[src/rtl/mouse_transmitter_pkg.sv]
// Shared PS/2 definitions: transmitter states, default timing constants
// (also used by the receiver) and the odd-parity helper.
package mouse_transmitter_pkg;

    typedef enum logic [2:0] {
        IDLE      = 3'd0,
        INHIBIT   = 3'd1,
        REQUEST   = 3'd2,
        DATA      = 3'd3,
        PARITY    = 3'd4,
        STOP      = 3'd5,
        WAIT_IDLE = 3'd6,
        DONE      = 3'd7
    } tx_state_t;

    // 100us of clock inhibit at 100MHz before the request-to-send.
    localparam int unsigned DEFAULT_INHIBIT_CYCLES = 10000;
    // 20ms for the device to start clocking after the request.
    localparam int unsigned DEFAULT_START_TIMEOUT  = 2000000;
    // 1ms between consecutive device clock falls.
    localparam int unsigned DEFAULT_BIT_TIMEOUT    = 100000;

    localparam int TIMER_WIDTH = 21;

    // PS/2 uses odd parity: the parity bit makes the total count of ones odd.
    function automatic logic odd_parity(input logic [7:0] value);
        return ~^value;
    endfunction

endpackage

[src/rtl/mouse_transmitter_if.sv]
// Host-side handshake between the mouse master FSM and the transmitter.
interface mouse_transmitter_if;

    logic       SEND_BYTE;
    logic [7:0] BYTE_TO_SEND;
    logic       BUSY;
    logic       BYTE_SENT;
    logic [1:0] BYTE_ERROR_CODE;

    modport master (
        output SEND_BYTE,
        output BYTE_TO_SEND,
        input  BUSY,
        input  BYTE_SENT,
        input  BYTE_ERROR_CODE
    );

    modport slave (
        input  SEND_BYTE,
        input  BYTE_TO_SEND,
        output BUSY,
        output BYTE_SENT,
        output BYTE_ERROR_CODE
    );

endinterface

[src/rtl/mouse_transmitter_clk_edge.sv]
// Falling-edge detector for the (already synchronised) PS/2 clock pad.
module mouse_transmitter_clk_edge (
    input  logic clk,
    input  logic rst_n,
    input  logic clk_in,
    output logic fall
);

    logic clk_dly;

    // Delay the pad by one system clock so a high-to-low step can be seen.
    always_ff @(posedge clk or negedge rst_n) begin
        if (!rst_n) begin
            clk_dly <= 1'b0;
        end else begin
            clk_dly <= clk_in;
        end
    end

    assign fall = clk_dly & ~clk_in;

endmodule

[src/rtl/mouse_transmitter.sv]
// PS/2 host-to-device transmitter: inhibits the clock, issues a request to
// send, shifts out start/data/parity/stop on device clock falls and checks
// the device ACK. Pads are open-drain; the *_OUT_EN outputs pull them low.
module mouse_transmitter
    import mouse_transmitter_pkg::*;
#(
    parameter int unsigned INHIBIT_CYCLES = DEFAULT_INHIBIT_CYCLES,
    parameter int unsigned START_TIMEOUT  = DEFAULT_START_TIMEOUT,
    parameter int unsigned BIT_TIMEOUT    = DEFAULT_BIT_TIMEOUT
) (
    input  logic                    CLK,
    input  logic                    RESET,
    input  logic                    CLK_MOUSE_IN,
    output logic                    CLK_MOUSE_OUT_EN,
    input  logic                    DATA_MOUSE_IN,
    output logic                    DATA_MOUSE_OUT,
    output logic                    DATA_MOUSE_OUT_EN,
    mouse_transmitter_if.slave      host
);

    localparam logic [TIMER_WIDTH-1:0] INHIBIT_LAST = TIMER_WIDTH'(INHIBIT_CYCLES - 1);
    localparam logic [TIMER_WIDTH-1:0] START_LAST   = TIMER_WIDTH'(START_TIMEOUT - 1);
    localparam logic [TIMER_WIDTH-1:0] BIT_LAST     = TIMER_WIDTH'(BIT_TIMEOUT - 1);

    tx_state_t              state, state_next;
    logic [TIMER_WIDTH-1:0] timer, timer_next;
    logic [7:0]             shifter, shifter_next;
    logic                   parity, parity_next;
    logic                   tx_bit, tx_bit_next;
    logic [3:0]             bit_cnt, bit_cnt_next;
    logic [1:0]             err, err_next;

    logic fall;
    logic fall_ok;
    logic clk_en;
    logic data_en;

    mouse_transmitter_clk_edge u_clk_edge (
        .clk    (CLK),
        .rst_n  (RESET),
        .clk_in (CLK_MOUSE_IN),
        .fall   (fall)
    );

    // Our own clock pull-down would otherwise look like a device edge.
    assign fall_ok = fall & ~clk_en;

    // State register plus the frame datapath; reset releases the pads at once
    // because every pad enable is decoded from the state.
    always_ff @(posedge CLK or negedge RESET) begin
        if (!RESET) begin
            state   <= IDLE;
            timer   <= '0;
            shifter <= '0;
            parity  <= 1'b0;
            tx_bit  <= 1'b0;
            bit_cnt <= '0;
            err     <= '0;
        end else begin
            state   <= state_next;
            timer   <= timer_next;
            shifter <= shifter_next;
            parity  <= parity_next;
            tx_bit  <= tx_bit_next;
            bit_cnt <= bit_cnt_next;
            err     <= err_next;
        end
    end

    // Next-state, datapath updates and pad controls; a detected timeout drops
    // the data enable in the same cycle it is seen.
    always_comb begin
        state_next   = state;
        timer_next   = (timer == '1) ? timer : timer + 1'b1;
        shifter_next = shifter;
        parity_next  = parity;
        tx_bit_next  = tx_bit;
        bit_cnt_next = bit_cnt;
        err_next     = err;
        clk_en       = 1'b0;
        data_en      = 1'b0;

        case (state)
            IDLE: begin
                timer_next = '0;
                if (host.SEND_BYTE) begin
                    shifter_next = host.BYTE_TO_SEND;
                    parity_next  = odd_parity(host.BYTE_TO_SEND);
                    err_next     = 2'b00;
                    tx_bit_next  = 1'b0;
                    bit_cnt_next = '0;
                    state_next   = INHIBIT;
                end
            end

            INHIBIT: begin
                clk_en = 1'b1;
                if (timer >= INHIBIT_LAST) begin
                    data_en    = 1'b1;
                    timer_next = '0;
                    state_next = REQUEST;
                end
            end

            REQUEST: begin
                data_en = 1'b1;
                if (fall_ok) begin
                    tx_bit_next  = shifter[0];
                    shifter_next = {1'b0, shifter[7:1]};
                    bit_cnt_next = 4'd1;
                    timer_next   = '0;
                    state_next   = DATA;
                end else if (timer >= START_LAST) begin
                    data_en     = 1'b0;
                    err_next[0] = 1'b1;
                    timer_next  = '0;
                    state_next  = DONE;
                end
            end

            DATA: begin
                data_en = 1'b1;
                if (fall_ok) begin
                    timer_next = '0;
                    if (bit_cnt == 4'd8) begin
                        tx_bit_next = parity;
                        state_next  = PARITY;
                    end else begin
                        tx_bit_next  = shifter[0];
                        shifter_next = {1'b0, shifter[7:1]};
                        bit_cnt_next = bit_cnt + 4'd1;
                    end
                end else if (timer >= BIT_LAST) begin
                    data_en     = 1'b0;
                    err_next[0] = 1'b1;
                    timer_next  = '0;
                    state_next  = DONE;
                end
            end

            PARITY: begin
                data_en = 1'b1;
                if (fall_ok) begin
                    timer_next = '0;
                    state_next = STOP;
                end else if (timer >= BIT_LAST) begin
                    data_en     = 1'b0;
                    err_next[0] = 1'b1;
                    timer_next  = '0;
                    state_next  = DONE;
                end
            end

            STOP: begin
                if (fall_ok) begin
                    err_next[1] = DATA_MOUSE_IN;
                    timer_next  = '0;
                    state_next  = WAIT_IDLE;
                end else if (timer >= BIT_LAST) begin
                    err_next[0] = 1'b1;
                    timer_next  = '0;
                    state_next  = DONE;
                end
            end

            WAIT_IDLE: begin
                if (CLK_MOUSE_IN && DATA_MOUSE_IN) begin
                    timer_next = '0;
                    state_next = DONE;
                end else if (timer >= BIT_LAST) begin
                    err_next[0] = 1'b1;
                    timer_next  = '0;
                    state_next  = DONE;
                end
            end

            DONE: begin
                timer_next = '0;
                state_next = IDLE;
            end

            default: begin
                state_next = IDLE;
            end
        endcase
    end

    assign CLK_MOUSE_OUT_EN     = clk_en;
    assign DATA_MOUSE_OUT_EN    = data_en;
    assign DATA_MOUSE_OUT       = data_en & tx_bit;
    assign host.BUSY            = (state != IDLE);
    assign host.BYTE_SENT       = (state == DONE);
    assign host.BYTE_ERROR_CODE = err;

endmodule

[src/flat_wrapper.sv]
// flat-port wrapper written by rule: the top's interface ports become plain ports
module mouse_transmitter_flat import mouse_transmitter_pkg::*;
#(
    parameter int unsigned INHIBIT_CYCLES = DEFAULT_INHIBIT_CYCLES,
    parameter int unsigned START_TIMEOUT  = DEFAULT_START_TIMEOUT,
    parameter int unsigned BIT_TIMEOUT    = DEFAULT_BIT_TIMEOUT
)
  (CLK, RESET, CLK_MOUSE_IN, CLK_MOUSE_OUT_EN, DATA_MOUSE_IN, DATA_MOUSE_OUT, DATA_MOUSE_OUT_EN, host_SEND_BYTE, host_BYTE_TO_SEND, host_BUSY, host_BYTE_SENT, host_BYTE_ERROR_CODE);
  mouse_transmitter_if host_i ();
  input  logic CLK;
  input  logic RESET;
  input  logic CLK_MOUSE_IN;
  output logic CLK_MOUSE_OUT_EN;
  input  logic DATA_MOUSE_IN;
  output logic DATA_MOUSE_OUT;
  output logic DATA_MOUSE_OUT_EN;
  input wire logic [$bits(host_i.SEND_BYTE)-1:0] host_SEND_BYTE;
  input wire logic [$bits(host_i.BYTE_TO_SEND)-1:0] host_BYTE_TO_SEND;
  output wire logic [$bits(host_i.BUSY)-1:0] host_BUSY;
  output wire logic [$bits(host_i.BYTE_SENT)-1:0] host_BYTE_SENT;
  output wire logic [$bits(host_i.BYTE_ERROR_CODE)-1:0] host_BYTE_ERROR_CODE;
  assign host_i.SEND_BYTE = host_SEND_BYTE;
  assign host_i.BYTE_TO_SEND = host_BYTE_TO_SEND;
  assign host_BUSY = host_i.BUSY;
  assign host_BYTE_SENT = host_i.BYTE_SENT;
  assign host_BYTE_ERROR_CODE = host_i.BYTE_ERROR_CODE;
  mouse_transmitter #(.INHIBIT_CYCLES(INHIBIT_CYCLES), .START_TIMEOUT(START_TIMEOUT), .BIT_TIMEOUT(BIT_TIMEOUT)) u_core (.CLK(CLK), .RESET(RESET), .CLK_MOUSE_IN(CLK_MOUSE_IN), .CLK_MOUSE_OUT_EN(CLK_MOUSE_OUT_EN), .DATA_MOUSE_IN(DATA_MOUSE_IN), .DATA_MOUSE_OUT(DATA_MOUSE_OUT), .DATA_MOUSE_OUT_EN(DATA_MOUSE_OUT_EN), .host(host_i));
endmodule
[config.mk]
export PLATFORM = sky130hd
export DESIGN_NAME = mouse_transmitter_flat
export DESIGN_NICKNAME = d
export VERILOG_FILES = /design/src/rtl/mouse_transmitter_pkg.sv /design/src/rtl/mouse_transmitter_if.sv /design/src/rtl/mouse_transmitter_clk_edge.sv /design/src/rtl/mouse_transmitter.sv /design/src/flat_wrapper.sv
export SDC_FILE = /design/constraint.sdc
export NUM_CORES = 1
export LEC_CHECK = 0
export BUFFER_PORTS_ARGS = -buffer_cell sky130_fd_sc_hd__buf_2
export CAP_MARGIN = 20
export CORE_ASPECT_RATIO = 0.5
export CORE_MARGIN = 2
export CORE_UTILIZATION = 64
export CTS_BUF_LIST = sky130_fd_sc_hd__clkbuf_16
export CTS_CLUSTER_DIAMETER = 40
export DETAILED_ROUTE_END_ITERATION = 10
export PLACE_DENSITY = 0.84
export SLEW_MARGIN = 5
export SYNTH_ARGS = -nofsm -noshare
export SYNTH_HDL_FRONTEND = slang
export SYNTH_SLANG_ARGS = --single-unit
[constraint.sdc]
create_clock -name CLK -period 6 [get_ports CLK]
set_input_delay 0.6 -clock CLK [delete_from_list [all_inputs] [get_ports CLK]]
set_output_delay 0.6 -clock CLK [all_outputs]
set_load 0.005 [all_outputs]
# == After elaboration in Yosys (flattened, before gate mapping) ==
# Cells that the tools add are included.
# op_classes
addsub,2
order_cmp,3
eq_ne,21
mux,50
n_bitwise,5
n_reduce_logical,16
# op_table
op,n
2-to-1 mux 21 bit,7
one-hot mux 21 bit (5 select lines),1
2-to-1 mux 8 bit,4
2-to-1 mux 3 bit,10
one-hot mux 3 bit (8 select lines),1
one-hot mux 8 bit (3 select lines),1
"adder 21 x 1 -> 21 bit, second input constant",1
"equality test 21 bit, second input constant",1
">= comparator 21 x 14 -> 1 bit, second input constant",1
">= comparator 21 x 17 -> 1 bit, second input constant",1
">= comparator 21 bit, second input constant",1
2-to-1 mux 1 bit,16
2-to-1 mux 4 bit,4
"equality test 3 bit, second input constant",4
one-hot mux 4 bit (3 select lines),1
"!= test 2 x 1 -> 1 bit, second input constant",5
"!= test 2 bit, second input constant",5
AND reduction 4 bit,2
XNOR reduction 8 bit,1
"equality test 3 x 2 -> 1 bit, second input constant",2
one-hot mux 1 bit (3 select lines),2
AND reduction 6 bit,1
nonzero test 3 bit,2
AND reduction 5 bit,1
other kinds (18),22
# totals
regBits,41
out_inout_bits,7

# == Logic depth before layout (Yosys ltp) ==
# Gate-level depths: netlist (run 1).
# depth
depth_word,7
ltp_mapped,8
ltp_nobuf,8

# == Hierarchy ==
# Synthesis (run 1) repeated with hierarchy kept, for this count alone.
# hier_totals
hier_cells,316
area_unflattened_um2,2686.3
# modules_own_cells
module,n_inst,cells_each,area_each_um2
mouse_transmitter,1,314,2647.5
mouse_transmitter_clk_edge,1,2,38.8

# == Worst setup path after synthesis (run 1) ==
# OpenSTA, ideal clock, no wires.
# synth_path
kind,reg-to-output
from,register u_core.timer[14]
to,output port DATA_MOUSE_OUT
arrival_time_ps,1735
required_time_ps,5400
path_slack_ps,3665
path_stages_with_launch,7
n_path_buf,0
path_cell_list,dfrtp_1 or4_4 nand3_1 o311a_1 nand2_1 o221ai_1 and2_1
# synth_between
elab_chain_len,5
elab_cells_between_ends,10
cone_classes,3 x order compare; 6 x mux; 1 x bitwise
# synth_rtl
item,line,source
from (decl),mouse_transmitter.sv:26,"logic [TIMER_WIDTH-1:0] timer, timer_next;"
from (signal assigned),mouse_transmitter.sv:61,timer <= timer_next;
>= comparator 21 x 17 -> 1 bit or >= comparator 21 bit (tied branches),"mouse_transmitter.sv:133, mouse_transmitter.sv:146, mouse_transmitter.sv:113",
"2-to-1 mux 1 bit, on equally long branches","mouse_transmitter.sv:133, mouse_transmitter.sv:146, mouse_transmitter.sv:113",
"2-to-1 mux 1 bit, on equally long branches","mouse_transmitter.sv:123, mouse_transmitter.sv:107",
one-hot mux 1 bit (3 select lines) *,mouse_transmitter.sv:83,case (state)
named net DATA_MOUSE_OUT_EN,flat_wrapper.sv:16,output logic DATA_MOUSE_OUT_EN;
bitwise AND 1 bit *,mouse_transmitter.sv:190,assign DATA_MOUSE_OUT = data_en & tx_bit;
to (decl),flat_wrapper.sv:15,output logic DATA_MOUSE_OUT;
# Mark *: on every way through the listed nets, which the timed path passes. The rest lies on a longest branch.

# == Worst setup path in the final report (run 1) ==
# layout_path
from,register u_core.state[0]
to,output port DATA_MOUSE_OUT
# layout_between
elab_chain_len,7
elab_cells_between_ends,12
cone_classes,4 x eq/ne; 4 x mux; 3 x bitwise; 1 x reduce/logical
# layout_rtl
item,line,source
from (decl),mouse_transmitter.sv:25,"tx_state_t state, state_next;"
from (signal assigned),mouse_transmitter.sv:60,state <= state_next;
equality test 3 x 1 -> 1 bit,mouse_transmitter.sv:83,
2-to-1 mux 1 bit,mouse_transmitter.sv:83,
NOT 1 bit,mouse_transmitter.sv:46,assign fall_ok = fall & ~clk_en;
bitwise AND 1 bit,mouse_transmitter.sv:46,
"2-to-1 mux 1 bit, on equally long branches","mouse_transmitter.sv:123, mouse_transmitter.sv:107",
one-hot mux 1 bit (3 select lines) *,mouse_transmitter.sv:83,
bitwise AND 1 bit *,mouse_transmitter.sv:190,
# Mark *: on every way between the ends. The rest lies on a longest branch, timed or not.

==> impl_results.md, run 1 <==
- Bufs on Longest Clock Path: 2
- Core Rows: 16
- Slew headroom: 39.2%
- Area grow syn2layout: 9.17%
- PortBufs: 19
- Routed Antenna Nets: 0
- Maximum VDD drop: roughly 0.0003 V
- Diodes inserted: 0
- CTS tree: yes
- CTS buffer count: 5
- H-tree Lvls: 2
- Core ar.: 0.00384 mm2
- Area contributors post-synth: dfrtp_1 41%, nand2_1 6.1%, nor2_1 5.9%
- Max cap viols: 0
- I/O Pins: 20
- Vias per cell: ~6.0
- Residual DRC: 0
- #FFs+latches synth: 41
- Root buf cell: clkbuf_16
- GRT Total Usage: 25.5%
- Flop2flop setup slack: 3.63 ns
- Final slew viol count: 0
- CP max FO: 21
- Share of layout cells above drive strength 1: 11.5%
- Vias in the first global route: 2056
- Fin nets: around 330
- Post-DP Area: around 0.0026 mm2
- Setup CP Type: register to output port
- Global route overflow: 0
- EDFF count, synth: 0
- Ys async rst share: 100%
- Final hold vios: 0
- Fin Setup TNS: 0 ns
- Period minus WS final: 3.06 ns
- Clock power share: 22.9%
- Worst-margin pin slew: 0.912 ns
- RSZ-0062 raised after global routing: false
- Flop pwr share: 39.2%
- Register area share after synthesis: 40.6%
- First-pass GRT wire length: around 9200 um
- Commonest cells in the synthesized netlist: 41 x dfrtp_1, 41 x nand2_1, 40 x nor2_1
- Clock latency on the worst-skew pair: 0.28 ns
- Post-synth top area cell: dfrtp_1
- Logic pwr share: 38.0%
- Clk slew on worst S/H paths: 0.06 ns
- Status: complete, no violations
- DIE HEIGHT: a little under 50 um
- Highest clock rate: roughly 330 MHz
- Worst EP arrival: around 2.5 ns
- Worst reg2reg path startpoint: u_core.state[1]
- Routed via count: 2198
- Routability Congestion: ~0.9
- CP required: 5.40 ns
- Post-route cell area: 0.00276 mm2
- R2R Path End: u_core.state[1]
- Starting Density: 65.7%
- Syn avg cell area: 8.39 um2
- DPL Wire Length: 3670 um
- Hold_ws: 0.449 ns
- Die Area: 0.00449 mm2
- Initial antenna violation count: 0
- Fin crit share: between 50 and 60%
- Worst Reg-to-Reg Cells: 6
- Largest net degree at the start of global routing: 42
- Post-synth top flop: dfrtp_1
- Die width: a little over 90 um
- First-pass iteration count of the detailed router: 4
- Net load switching power: around 0.44 mW
- Cell variety after synth: 46
- Power per cell area: 400 mW/mm2
- Sw Share: 39.9%
- CP Capture Type: output port
- Drt wl/cell: 14.8 um
- Post-synthesis cell count: 301
- DRT iter0 DRCs: 95
- Hold buffer count at CTS: 0
- Skew final: a little over 0.004 ns
- Number of setup buffers added after CTS: 0
- Routed wire length: around 5400 um
- Startpoint Class: register
- Top cell type's share of synthesized area: 40.6%
- Mapped Nets: 317
- Int Power: about 0.66 mW
- Leak: 1.20 nW
- Overall Power: 1.10 mW
- Mapped cell area: approximately 0.0025 mm2
- CTS Sinks: 41
- Post-cts resize count: 0
- Synth Warn #: 0
- Endpoints failing setup: 0
- Worst Hold Class: input pin to async pin
per-layer routing:
layer | GRT usage, % | vias to the layer above | wire [um]
met5 | 0 | - | 0
met4 | 6.62 | 0 | 78
met3 | 6.23 | 12 | 316
met2 | 40.7 | 74 | 2640
met1 | 35.4 | 1040 | 2370
li1 | - | 1072 | -
flip-flops by register name, indices dropped and copies added (netlist names):
name                         flops
u_core.state                     3
u_core.parity                    1
u_core.u_clk_edge.clk_dly        1
u_core.bit_cnt                   4
u_core.timer                    21
u_core.shifter                   8
u_core.tx_bit                    1
u_core.host.BYTE_ERROR_CODE      2
cells in the final DEF (no fill, tap or decap), types with 4 or more instances in the layout:
master | Yosys | layout
a21oi_1 | 11 | 11
and3_1 | 7 | 7
mux2i_1 | 4 | 4
nor3_1 | 7 | 7
nor2_1 | 40 | 40
inv_1 | 4 | 7
o21ai_0 | 15 | 15
nand2_1 | 41 | 41
buf_2 | 3 | 19
nand4_1 | 9 | 9
nand3_1 | 17 | 17
nor2b_1 | 7 | 7
nand2b_1 | 6 | 6
dfrtp_1 | 41 | 41
clkbuf_16 | 0 | 5
xnor2_1 | 10 | 10
xor2_1 | 13 | 13
a31oi_1 | 11 | 11
worst max path at each step:
stage	from	cells past startpoint	slack, ns	endpoint
after global routing	u_core.state[0]	6	2.73	DATA_MOUSE_OUT
after floorplan	u_core.timer[14]	6	3.67	DATA_MOUSE_OUT
after CTS	u_core.state[0]	6	2.97	DATA_MOUSE_OUT
after global placement	u_core.state[0]	6	3.34	DATA_MOUSE_OUT
after detailed placement	u_core.state[0]	6	3.29	DATA_MOUSE_OUT
final	u_core.state[0]	6	2.94	DATA_MOUSE_OUT
power by group through the flow:
stage               registers, mW  clock network, mW  logic (mW)
finish                      0.431              0.252       0.418
global route                0.443              0.267       0.475
CTS                         0.429              0.254       0.420
detailed placement          0.433                  0       0.416
global placement            0.428                  0       0.404
floorplan                   0.380                  0       0.379
cells by family (layout without fill, tap and decap cells):
| family | Yosys count | in the layout | synth area share [%] |
|---|---|---|---|
| AOI/OAI and AO/OA | 58 | 58 | 15.8 |
| xor gates and xnor gates | 23 | 23 | 7.98 |
| adders and majority gates | 3 | 3 | 1.49 |
| buffers and inverters | 21 | 32 | 3.57 |
| DFF | 41 | 41 | 40.6 |
| muxes | 4 | 4 | 1.59 |
| and+or+nand+nor | 151 | 151 | 28.9 |
cell type report:
type	instances	area [um2]
Multi-Input combinational cell	239	1410
Clock inverter	3	11.3
Clock buffer	5	125
Tap cell	54	67.6
Sequential cell	41	1030
Timing Repair Buffer	20	103
Inverter	4	15.0
Fill cell	297	1090
metrics by stage:
stage / util (%) / setup slack (ns) / std cells
floorplan: - / 3.67 / 301
global placement: 68.2 / 3.34 / 358
detailed placement: 68.2 / 3.29 / 358
CTS: 71.7 / 2.97 / 366
global route: 71.7 / 2.73 / 366
finish: 71.7 / 2.94 / 366
worst max-delay path, stage by stage (launching register included):
cell and delay (ns):
dfrtp_1 0.71, nor3b_1 0.46, nand4_1 0.17, a31oi_1 0.35, o221ai_1 0.19, and2_1 0.19, buf_2 0.12
(Power assumes the default switching activity.)
==> run 2, diff against run 1 <==
--- a/config.mk
+++ b/config.mk
@@ -9,11 +9,11 @@
 export CAP_MARGIN = 20
 export CORE_ASPECT_RATIO = 0.5
 export CORE_MARGIN = 2
-export CORE_UTILIZATION = 64
+export CORE_UTILIZATION = 60
 export CTS_BUF_LIST = sky130_fd_sc_hd__clkbuf_16
 export CTS_CLUSTER_DIAMETER = 40
 export DETAILED_ROUTE_END_ITERATION = 10
-export PLACE_DENSITY = 0.84
+export PLACE_DENSITY = 0.8
 export SLEW_MARGIN = 5
 export SYNTH_ARGS = -nofsm -noshare
 export SYNTH_HDL_FRONTEND = slang
==> constraint.sdc (replaced) <==
create_clock -name CLK -period 3.15 [get_ports CLK]
set_input_delay 0.315 -clock CLK [delete_from_list [all_inputs] [get_ports CLK]]
set_output_delay 0.315 -clock CLK [all_outputs]
set_load 0.005 [all_outputs]
==> impl_results.md, run 2 (same netlist as run 1, synthesis figures left out) <==
- Status: complete, no violations
- Diodes inserted: 0
- Core ar.: 0.00396 mm2
- Startpoint Class: register
- Routed Antenna Nets: 0
- Final hold vios: 0
- Hold buffer count at CTS: 0
- CTS Sinks: 41
- Fin crit share: slightly below 90%
- Fin nets: 328
- Vias per cell: 6.12
- Max reg flops: 21
- Worst-path cell chain: nor3b_1 -> nand4_1 -> a31oi_1 -> o221ai_1 -> and2_1 -> buf_2
- Net load switching power: 0.860 mW
- Fin Setup TNS: 0 ns
- Largest stage delay on the critical path: a little under 0.6 ns
- Area of the multi-input gates: 0.00141 mm2
- Clock latency on the worst-skew pair: between 0.2 and 0.3 ns
- GR Layer Usage met3: roughly 6.4%
- Busiest grt layer: met2
- Final slew viol count: 0
- Global route overflow: 0
- Most flop-heavy register: u_core.timer
- Int Power: around 1.3 mW
- Highest clock rate: 367 MHz
- Pre-CTS setup slack: 0.788 ns
- DIE HEIGHT: 49.9 um
- Storage cell area: 0.00103 mm2
- Worst Hold Class: input pin to async pin
- Routed wire length: 5740 um
- Met1 Usage GRT: 36.9%
- H-tree Lvls: 2
- Flop pwr share: 37.3%
- Sw Share: slightly above 40%
- Clock power share: 22.5%
- Clk slew on worst S/H paths: about 0.06 ns
- Logic pwr share: about two fifths
- Top flop regs: u_core.timer x21, u_core.shifter x8, u_core.bit_cnt x4
- Starting Density: a little under two thirds
- Highest-delay cell along the critical path: dfrtp_1
- Worst-margin pin slew: 0.904 ns
- CTS buffer count: 5
- Number of setup buffers added after CTS: 0
- Critical path's top delay family: simple AND/OR/NAND/NOR gates
- Root buf cell: clkbuf_16
- GRT Total Usage: a little over a quarter
- CP Capture Type: output port
- Die width: 95.7 um
- Slew headroom: between 30% and 40%
- Maximum VDD drop: 0.000474 V
- First-pass GRT wire length: 9910 um
- First-pass iteration count of the detailed router: 5
- Setup CP Type: register to output port
- DRT iter0 DRCs: 157
- Routed via count: 2241
- Endpoints failing setup: 0
- Power per cell area: roughly 770 mW/mm2
- Largest net degree at the start of global routing: 42
- CP required: 2.83 ns
- Met2 GRT Util: 43.8%
- Most frequent cells in the layout: 41 x nand2_1, 41 x dfrtp_1, 40 x nor2_1
- Worst Path Buf+Inv: 1
- I/O Pins: 20
- Drt wl/cell: 15.7 um
- CP max FO: 21
- CTS tree: yes
- Skew final: about 0.0042 ns
- Routability Congestion: 0.943
- DPL Wire Length: approximately 3900 um
- Share of layout cells above drive strength 1: between 10% and 20%
- Max cap viols: 0
- Bufs on Longest Clock Path: 2
- Period minus WS final: between 2 and 3 ns
- Worst EP arrival: 2.41 ns
- Post-cts resize count: 0
- RSZ-0062 raised after global routing: false
- PortBufs: 19
- Final WS setup: 0.423 ns
- Filler cell count: 331
- Vias in the first global route: 2155
- Area grow syn2layout: 9.32%
- Residual DRC: 0
- Core Rows: 16
- Leak: roughly 1.2 nW
- Overall Power: around 2.1 mW
- Initial antenna violation count: 0
- Die Area: 0.00477 mm2
## run 2: cell types whose count changed in the layout (fill, tap and decap cells not counted), sizes merged
cell,before,now
inv,7,5
buf,20,21
clkinv,0,1
## run 2: metrics by stage
step / std cells / utilization, % / hold slack, ns / area [um2]
after floorplan: 301 / - / 0.0194 / 2520
after global placement: 359 / 66.3 / 0.455 / 2630
after detailed placement: 359 / 66.3 / 0.466 / 2630
after CTS: 366 / 69.6 / 0.185 / 2760
after global routing: 366 / 69.6 / 0.187 / 2760
final: 366 / 69.6 / 0.167 / 2760
## run 2: final timing paths
path                                 start                        end  slack, ns  cells past startpoint
min in group CLK              CLK_MOUSE_IN  u_core.u_clk_edge.clk_dly       0.18                      1
max reg2reg                u_core.state[1]           u_core.timer[18]       0.89                      5
max in group asynchronous            RESET          u_core.shifter[1]       2.43                      1
min                                  RESET           u_core.timer[10]       0.17                      1
max                        u_core.state[1]             DATA_MOUSE_OUT       0.42                      6
min reg2reg                  u_core.tx_bit              u_core.tx_bit       0.47                      2
## run 2: power by group through the flow
stage               registers, mW  clock network, mW  logic (mW)
CTS                         0.791              0.481       0.854
finish                      0.794              0.478       0.856
global route                0.814              0.501       0.962
detailed placement          0.800                  0       0.837
global placement            0.787                  0       0.822
floorplan                   0.724                  0       0.721
## run 2: layer usage
metal  routed length (um)  vias up
met5                    0        -
met4                   53        0
met3                  325       14
met2                 2740       76
met1                 2630     1069
li1                     -     1082
## run 2: area by class of cell
class / instances / area share (%)
Tap cell: 54 / 2.45
Clock inverter: 2 / 0.272
Inverter: 4 / 0.544
Timing Repair Buffer: 21 / 3.99
Clock buffer: 5 / 4.53
Sequential cell: 41 / 37.2
Multi-Input combinational cell: 239 / 51.0
==> run 3, diff against run 2 <==
--- a/config.mk
+++ b/config.mk
@@ -13,8 +13,10 @@
 export CTS_BUF_LIST = sky130_fd_sc_hd__clkbuf_16
 export CTS_CLUSTER_DIAMETER = 40
 export DETAILED_ROUTE_END_ITERATION = 10
-export PLACE_DENSITY = 0.8
+export PLACE_DENSITY = 0.9
+export REMOVE_ABC_BUFFERS = 1
 export SLEW_MARGIN = 5
 export SYNTH_ARGS = -nofsm -noshare
 export SYNTH_HDL_FRONTEND = slang
+export SYNTH_HIERARCHICAL = 1
 export SYNTH_SLANG_ARGS = --single-unit
==> impl_results.md, run 3 <==
- Status: complete, no violations
- Commonest cells in the synthesized netlist: 41 x dfrtp_1, 39 x nand2_1, 23 x a21oi_1
- Flop pwr share: 37.6%
- Vias per cell: 6.76
- Highest-delay cell along the critical path: or4_1
- Die Area: 0.00506 mm2
- Flop2flop setup slack: 0.50 ns
- Most flop-heavy register: u_core/timer
- Power per cell area: 711 mW/mm2
- Root buf cell: clkbuf_16
- Syn avg cell area: 8.50 um2
- Area grow syn2layout: 11.0%
- Clock latency on the worst-skew pair: 0.29 ns
- EDFF count, synth: 0
- Worst-margin pin slew: 0.908 ns
- Endpoints failing setup: 0
- Routability Congestion: 0.911
- Fin crit share: 94.5%
- Most frequent cells in the layout: 41 x dfrtp_1, 39 x nand2_1, 23 x a21oi_1
- Setup CP Type: register to output port
- Post-synth top flop: dfrtp_1
- Top flop regs: u_core/timer x21, u_core/shifter x8, u_core/bit_cnt x4
- Commonest non-fill, non-tap cell in the layout: dfrtp_1
- Worst reg2reg path startpoint: u_core/timer[10]
- DR WL met3: 410 um
- CP max FO: 9
- Die width: 98.6 um
- RSZ-0062 raised after global routing: false
- Maximum VDD drop: 0.000302 V
- Worst Reg-to-Reg Cells: 6
- Register area share after synthesis: a little under two fifths
- Post-route cell area: a little under 0.003 mm2
- Fin Setup TNS: 0 ns
- Leak: 1.21 nW
- Starting Density: 61.6%
- I/O Pins: 20
- Initial antenna violation count: 0
- Vias in the first global route: 2426
- Residual DRC: 0
- GRT Total Usage: 28.2%
- Post-DP Area: between 0.002 and 0.003 mm2
- Cell variety after synth: 53
- Largest stage delay on the critical path: approximately 0.54 ns
- DIE HEIGHT: between 50 and 60 um
- Post-Route Utilization: between 60% and 70%
- Diodes inserted: 0
- DRT iter0 DRCs: approximately 230
- CTS Sinks: 41
- CTS tree: yes
- Global route overflow: 0
- Core Rows: 17
- Top Layer Used: met4
- Mapped cell area: 0.00269 mm2
- Worst-path cell chain: or3b_1 -> or4_1 -> o41a_4 -> a211oi_2 -> o32ai_1 -> buf_2
- Synth Warn #: 6
- Skew final: a little over 0.007 ns
- CP required: 2.83 ns
- Highest clock rate: ~340 MHz
- Fin nets: ~350
- Routed wire length: 6800 um
- Filler cell count: 343
- First-pass GRT wire length: 11300 um
- Post-synthesis cell count: 316
- Worst EP arrival: 2.66 ns
- DPL Wire Length: 4640 um
- Area contributors post-synth: dfrtp_1 38%, nand2_1 5.4%, a21oi_1 4.3%
- R2R Path End: u_core/timer[18]
- Drt wl/cell: about 18 um
- CP Capture Type: output port
- Clock power share: 27.4%
- Startpoint Class: register
- Period minus WS final: 2.98 ns
- Final hold vios: 0
- H-tree Lvls: 2
- #FFs+latches synth: 41
- Max reg flops: 21
- Net load switching power: between 0.7 and 0.8 mW
- Largest net degree at the start of global routing: 42
- DR WL met2: 3270 um
- Logic pwr share: approximately a third
- Sw Share: 37.7%
- Routed Antenna Nets: 0
- Int Power: 1.32 mW
- PortBufs: 19
- M1 WL: a little under 3000 um
- CTS buffer count: 5
- Final slew viol count: 0
- Slew headroom: about two fifths
- Routed via count: 2615
- Share of layout cells above drive strength 1: 12.1%
- Bufs on Longest Clock Path: 2
- Max cap viols: 0
- Ys async rst share: 100%
- Number of setup buffers added after CTS: 0
- Core ar.: ~0.0044 mm2
- Clk slew on worst S/H paths: approximately 0.06 ns
- Count leader, synth: dfrtp_1
- Post-synth top area cell: dfrtp_1
- First-pass iteration count of the detailed router: 5
- Worst Hold Class: input pin to async pin
- Top cell type's share of synthesized area: 38.2%
run 3: cell count changes after synthesis, sizes merged, moves of 4 or more:
cell   before  now
nor2       41   20
a21oi      11   23
xor2       13    3
inv         4   10
nand4       9    4
nor2b       7    2
nor4        3    8
a22oi       1    5
or3         1    5
or4         1    5
run 3: area by class of cell:
cell class / instances / area (um2) / share of cell area, %
multi-input cells: 245 / 1530 / 51.4
flip-flops and latches: 41 / 1030 / 34.4
repair buffers: 26 / 148 / 4.95
clock buffers: 5 / 125 / 4.19
well taps: 57 / 71.3 / 2.39
clock inverters: 3 / 41.3 / 1.38
inverters: 10 / 37.5 / 1.26
run 3: worst max-delay path by stage:
stage / startpoint / endpoint / slack, ns / cells after the start
2_1_floorplan: u_core/timer[0] / u_core/timer[13] / 0.60 / 6
3_3_place_gp: u_core/timer[10] / DATA_MOUSE_OUT / 0.45 / 6
3_5_place_dp: u_core/timer[10] / DATA_MOUSE_OUT / 0.43 / 6
4_1_cts: u_core/timer[10] / DATA_MOUSE_OUT / 0.11 / 6
5_1_grt: u_core/timer[10] / DATA_MOUSE_OUT / 0.09 / 6
6_report: u_core/timer[10] / DATA_MOUSE_OUT / 0.17 / 6
run 3: cell families after synthesis:
group	Yosys count	synth area share, %
mux	6	2.33
flops	41	38.2
simple gates	132	25.5
fa+ha+maj	3	1.40
buf+inv	30	4.89
xor+xnor	14	4.56
compound gates	90	23.1
run 3: worst max-delay path: cells and delay by family, from the launching register on:
kind            cells  cell delay [ns]
buf+inv             1             0.13
simple gates        2             0.97
compound gates      3             0.79
flops               1             0.48
run 3: power groups by stage:
stage	Clock, mW	Combinational, mW	Sequential [mW]
4_1_cts	0.586	0.734	0.793
3_5_place_dp	0	0.728	0.802
5_1_grt	0.606	0.834	0.819
3_3_place_gp	0	0.692	0.789
2_1_floorplan	0	0.506	0.765
6_report	0.582	0.741	0.798
run 3: through the flow:
step           power, mW  hold slack, ns  cells  setup slack [ns]
2_1_floorplan       1.27          0.0194    296             0.600
3_3_place_gp        1.48           0.461    379             0.447
3_5_place_dp        1.53           0.489    379             0.426
4_1_cts             2.11           0.198    387             0.114
5_1_grt             2.26           0.214    387            0.0860
6_report            2.12           0.164    387             0.172
run 3: metal layers:
layer	up-vias	GRT usage (%)
met5	-	0
met4	0	12.6
met3	28	4.79
met2	124	48.3
met1	1252	35.8
li1	1211	-
run 3: what timing repair did:
item	CTS	global route
resized for setup	0	1
hold buffers	0	0
setup endpoints to repair	0	2
